--- config.mk ---
export PLATFORM = sky130hd
export DESIGN_NAME = serial_adder_ctrl
export DESIGN_NICKNAME = d
export VERILOG_FILES = /design/src/rtl/serial_adder_ctrl.sv
export SDC_FILE = /design/constraint.sdc
export NUM_CORES = 1
export LEC_CHECK = 0
export ABC_AREA = 0
export CAP_MARGIN = 20
export CORE_MARGIN = 5
export CORE_UTILIZATION = 30
export DETAILED_ROUTE_END_ITERATION = 12
export GPL_TIMING_DRIVEN = 0
export PLACE_DENSITY = 0.5
export SYNTH_ARGS = -nofsm -noshare
export SYNTH_HDL_FRONTEND = slang
export SYNTH_SLANG_ARGS = --single-unit
export TNS_END_PERCENT = 100
--- constraint.sdc ---
create_clock -name clk -period 2 [get_ports clk]
set_input_delay 0.5 -clock clk [delete_from_list [all_inputs] [get_ports clk]]
set_output_delay 0.5 -clock clk [all_outputs]
set_load 0.05 [all_outputs]
--- src/rtl/serial_adder_ctrl.sv ---
// Bit-serial adder shared by two requesters: round-robin capture, LSB-first add over WIDTH
// cycles with a registered carry, then a one-cycle done pulse tagged with the owner.
module serial_adder_ctrl #(
   parameter int unsigned WIDTH = 8
) (
   input  logic             clk,
   input  logic             reset,
   input  logic             req0,
   input  logic [WIDTH-1:0] a0,
   input  logic [WIDTH-1:0] b0,
   input  logic             cin0,
   input  logic             req1,
   input  logic [WIDTH-1:0] a1,
   input  logic [WIDTH-1:0] b1,
   input  logic             cin1,
   output logic             ack0,
   output logic             ack1,
   output logic             busy,
   output logic             done,
   output logic             done_id,
   output logic [WIDTH-1:0] sum,
   output logic             cout
);

   localparam int unsigned CntW = (WIDTH > 1) ? $clog2(WIDTH) : 1;

   typedef enum logic [1:0] {StIdle, StShift, StDone} state_e;

   state_e           state_q;
   logic [WIDTH-1:0] a_sh_q, b_sh_q, sum_sh_q;
   logic [CntW-1:0]  count_q;
   logic             carry_q, owner_q, last_q;

   logic             s_bit, co_bit, grant1;
   logic [WIDTH-1:0] sum_sh_d;

   always_comb begin
      s_bit    = a_sh_q[0] ^ b_sh_q[0] ^ carry_q;
      co_bit   = (a_sh_q[0] & b_sh_q[0]) | (b_sh_q[0] & carry_q) | (a_sh_q[0] & carry_q);
      // New sum bit enters at the MSB so that after WIDTH steps bit 0 sits at the LSB.
      sum_sh_d = (sum_sh_q >> 1) | (WIDTH'(s_bit) << (WIDTH - 1));
      // On a tie the requester that was not served last wins.
      grant1   = req1 & (~req0 | ~last_q);
   end

   always_ff @(posedge clk or posedge reset) begin
      if (reset) begin
         state_q  <= StIdle;
         a_sh_q   <= '0;
         b_sh_q   <= '0;
         sum_sh_q <= '0;
         count_q  <= '0;
         carry_q  <= 1'b0;
         owner_q  <= 1'b0;
         last_q   <= 1'b1;
         ack0     <= 1'b0;
         ack1     <= 1'b0;
         busy     <= 1'b0;
         done     <= 1'b0;
         done_id  <= 1'b0;
         sum      <= '0;
         cout     <= 1'b0;
      end else begin
         ack0 <= 1'b0;
         ack1 <= 1'b0;
         done <= 1'b0;
         case (state_q)
            StIdle: begin
               if (req0 | req1) begin
                  if (grant1) begin
                     a_sh_q  <= a1;
                     b_sh_q  <= b1;
                     carry_q <= cin1;
                     ack1    <= 1'b1;
                  end else begin
                     a_sh_q  <= a0;
                     b_sh_q  <= b0;
                     carry_q <= cin0;
                     ack0    <= 1'b1;
                  end
                  owner_q <= grant1;
                  last_q  <= grant1;
                  count_q <= '0;
                  busy    <= 1'b1;
                  state_q <= StShift;
               end
            end
            StShift: begin
               a_sh_q   <= a_sh_q >> 1;
               b_sh_q   <= b_sh_q >> 1;
               carry_q  <= co_bit;
               sum_sh_q <= sum_sh_d;
               count_q  <= count_q + CntW'(1);
               if (count_q == CntW'(WIDTH - 1)) begin
                  sum     <= sum_sh_d;
                  cout    <= co_bit;
                  done_id <= owner_q;
                  done    <= 1'b1;
                  state_q <= StDone;
               end
            end
            StDone: begin
               busy    <= 1'b0;
               state_q <= StIdle;
            end
            default: begin
               busy    <= 1'b0;
               state_q <= StIdle;
            end
         endcase
      end
   end

endmodule

**Word-level counts from Yosys, hierarchy flattened**

Index checks and enable logic that the tools add are counted.

- Add/subtract/negate cells: 1
- Equality and inequality tests: 4
- Multiplexer cells: 24
- Bitwise logic cells: 14
- Reductions and logical operators: 7

Operators with widths:

| cell | number |
|---|---|
| 8-bit two-way mux | 4 |
| 8-bit one-hot mux with 2 select lines | 2 |
| 1-bit two-way mux | 11 |
| 2-bit AND reduction | 5 |
| 7-bit by 8-bit bitwise OR with 8-bit output | 1 |
| 3-bit one-hot mux with 2 select lines | 1 |
| 1-bit bitwise AND | 4 |
| 2-bit two-way mux | 2 |
| 2-bit inequality test, second input constant | 2 |
| 1-bit bitwise OR | 4 |
| 1-bit one-hot mux with 2 select lines | 2 |
| 2-bit one-hot mux with 2 select lines | 1 |
| 3-bit by 1-bit adder with 3-bit output, second input constant | 1 |
| 3-bit equality test, second input constant | 1 |
| 3-bit two-way mux | 1 |
| 1-bit NOT | 3 |
| 2-bit by 1-bit equality test with 1-bit output, second input constant | 1 |
| 2-bit zero test | 1 |
| 2-bit nonzero test | 1 |
| 1-bit bitwise XOR | 2 |

- Flip-flop bits (word level): 46
- Logic and storage cells: 65

**Longest topological paths before layout**

- Word-level depth: 6
- Depth in mapped cells: 5

**Least setup slack after synthesis**

Ideal clock, no wire load.

- Path kind: input -> register
- Start point: input req1
- End point: register b_sh_q[0]
- Arrival: 1,283 ps
- Required time: 1,913 ps
- Setup slack: 630 ps
- Stages: 4
- Cell sequence: nor3_1 clkbuf_1 o21ai_0 o211ai_1

- Longest elaborated chain between the ends: 4
- Elaborated cells on any way between the ends: 7
- Classes of those cells: 1 x eq/ne; 3 x mux; 2 x bitwise; 1 x reduce/logical

RTL lines:

| element | line | RTL |
|---|---|---|
| from (decl) | 12 | `input logic req1,` |
| 1-bit bitwise AND | 43 | `grant1 = req1 & (~req0 \| ~last_q);` |
| 8-bit two-way mux | 70 | `if (grant1) begin` |
| 8-bit two-way mux | 69 | `if (req0 \| req1) begin` |
| 8-bit one-hot mux with 2 select lines | 67 | `case (state_q)` |
| to (signal assigned) | 90 | `b_sh_q <= b_sh_q >> 1;` |
| to (decl) | 30 | `logic [WIDTH-1:0] a_sh_q, b_sh_q, sum_sh_q;` |

Several ways; a longest one is shown, not always the timed one. The select of a mux whose other input is x is not followed.
A chain may end at the register's enable or synchronous reset.

**Final worst setup path**

- Start point: register done_id
- End point: output done_id

RTL lines:

| element | line | RTL |
|---|---|---|
| from (decl) | 20 | `output logic done_id,` |
| from (signal assigned) | 97 | `done_id <= owner_q;` |

No word-level cell between the ends.

==> flow_summary.yaml <==
status:
  outcome: "complete, no violations"
logic_synthesis:
  ys_warn_count: 0
  synth_top_area_share: 0.547
  synth_area_per_cell_um2: 11.2
  synthTopCellsByArea: "dfrtp_1, mux2i_1, nand2_1"
  synth_cells: 180
  ys_seq_area_frac: 0.560
  synth-async-reset-ratio: 1.00
  syn_area_mm2: 0.00201
  synth_edf_count: 0
  synth_flop_cell: "dfrtp_1"
  synthMostInstantiatedCell: "dfrtp_1"
  ys_types: 27
  syn_nets: 221
  yosysTopAreaCell: "dfrtp_1"
  synth_seq_cells: 45
  yosys-top-cells-count: "dfrtp_1, nand2_1, mux2i_1, o21ai_0, o211ai_1"
floorplanning:
  rows: 29
  die_h_um: 91.9
  die-width_um: 91.9
  die-area_mm2: 0.00844
  coreArea_mm2: 0.00642
  ioPinCount: 52
  start_util: 0.313
clocking:
  clockRootBuffer: "clkbuf_8"
  cts.clk_slew.worst_paths_ns: 0.08
  clkLatencyLatePin_ns: 0.30
  numCtsBuffers: 5
  clk_path_buf_depth: 2
  htree_levels: 2
  clock-sinks: 45
  cts_resized: 0
  hold_buffers: 0
  postCtsSetupBuffers: 0
  cts_tree: "built"
pwr:
  peakVddDrop_uv: 332
  power_mw: 3.81
  p_leak_nw: 1.24
  powerDensity_mw_per_mm2: 1390
job:
  maxCapViolations: 0
placement:
  gp_congestion: 0.678
  dpl.hpwl_mm: 3.19
  placed_area_mm2: 0.00264
  numPortBuffers: 51
  place_ws_ns: -0.203
timing:
  rsz0062_at_grt: "false"
  clock.fmax_ghz: 0.512
  finalWorstSetupSlack_ns: 0.0477
  maxSlewViolCount: 0
  fin_crit_sh: 0.976
  finalSetupViolations: 0
  tightest_slew_ns: 0.514
  relSlewSlack: 0.657
  hold_viol_final: 0
  skew_ns: 0.00852
  period_needed_ns: 1.95
grt:
  grt_pass1_wl_mm: 7.35
  first_global_vias: 1522
  antenna_found_initial: 0
  grt-ovfl-total: 0
  grt_max_degree: 27
  grt.total_usage: 0.108
setup_path:
  critPathBufInv: 1
  required_ns: 1.50
  worstSetupPathType: "flop to output port"
  crit_path_max_fanout: 2
  path_cells: "clkdlybuf4s50_1"
  arrival_ns: 1.45
  end_kind: "output port"
  slowest_delay_ns: 0.80
  start_kind: "flop"
  cpLargestDelayFamily: "buffers and inverters"
  ff2ff_path_depth: 5
  critical_path_depth: 1
  crit_slowest_cell: "clkdlybuf4s50_1"
route:
  remaining_drc_errors: 0
  dr.pass1.iters: 4
  via_per_inst: 4.73
  postRouteAntennaNets: 0
  drt_wl_total_mm: 4.29
  vias: 1499
  drtIter0Drc: 33
  drt-wirelength-per-cell_um: 13.5
hold_path:
  hold_path_class: "flop to flop"
  holdPathStages: 2
finish:
  diodes: 0
  fin_util: 0.426
  n_fill_cell: 641
  drive_gt1_frac: 0.133
  area_growth_syn_to_layout_pct: 35.9
  fin_nets: 280
  fin_area_mm2: 0.00273
## final cells by class
class                           count  area (um^2)  area share
Timing Repair Buffer               52          538       0.197
Inverter                            4         15.0     0.00549
Tap cell                           77         96.3      0.0352
Buffer                             11         62.6      0.0229
Clock inverter                      2         10.0     0.00366
Sequential cell                    45         1130       0.412
Multi-Input combinational cell    120          812       0.297
Clock buffer                        6         72.6      0.0265
## metal layers
metal  vias to the layer above  global-route usage  share of wire
met5                         -                   0              0
met4                         0              0.0297          0.013
met3                         7              0.0344          0.061
met2                        43               0.173           0.44
met1                       705               0.141           0.48
li1                        744                   -              -
## power by group
part	leakage, nW	internal (mW)	switching [mW]
logic	0.636	0.723	1.01
clock network	0.0450	0.243	0.308
registers	0.560	1.31	0.210
total	1.24	2.28	1.53
## sequential cells by signal (all words and copies together), names as in the netlist
| signal | cells |
|---|---|
| last_q | 1 |
| count_q | 3 |
| b_sh_q | 8 |
| ack0 | 1 |
| state_q | 2 |
| a_sh_q | 8 |
| done | 1 |
| done_id | 1 |
| cout | 1 |
| carry_q | 1 |
| sum_sh_q | 7 |
| sum | 8 |
| ack1 | 1 |
| owner_q | 1 |
| busy | 1 |
## layout by cell type (no fill, tap or decap), drive strengths merged, types with 2 or more instances in the layout
cell,count
buf,8
a31o,2
ha,2
mux2i,19
clkdlybuf4s50,48
clkbuf,10
dfrtp,44
clkinv,2
o211ai,15
mux2,10
o21ai,20
and2,3
inv,4
dlymetal6s2s,3
nor2,2
nand2,39
## cells by family (layout without fill, tap and decap cells)
| kind of cell | after synthesis | in the layout | share of synthesized area |
|---|---|---|---|
| flip-flops | 45 | 45 | 0.560 |
| multiplexers | 29 | 29 | 0.150 |
| adder cells (fa/ha/maj) | 3 | 3 | 0.0224 |
| AND/OR/NAND/NOR | 47 | 47 | 0.0989 |
| buffers and inverters | 15 | 75 | 0.0386 |
| AO/OA/AOI/OAI | 41 | 41 | 0.129 |
## stage by stage
| stage | instances | setup TNS (ns) | hold slack [ns] |
|---|---|---|---|
| final | 317 | 0 | 0.479 |
| after global routing | 317 | 0 | 0.512 |
| after CTS | 317 | 0 | 0.484 |
| after detailed placement | 309 | -1.85 | 0.462 |
| after global placement | 308 | -27.60 | 0.461 |
| after floorplan | 180 | 0 | 0.440 |
## worst paths after layout
path	startpoint	end	slack, ns
worst min-delay path	sum_sh_q[1]$_DFFE_PP0P_	sum_sh_q[1]$_DFFE_PP0P_	0.48
min in group asynchronous	reset	done$_DFF_PP0_	0.52
worst max-delay path	done_id$_DFFE_PP0P_	done_id	0.05
worst min register to register	sum_sh_q[1]$_DFFE_PP0P_	sum_sh_q[1]$_DFFE_PP0P_	0.48
worst max register to register	state_q[1]$_DFFE_PP0P_	b_sh_q[7]$_DFFE_PP0P_	0.48
max in group asynchronous	reset	last_q$_DFFE_PP1P_	0.91
(Power assumes the default switching activity.)
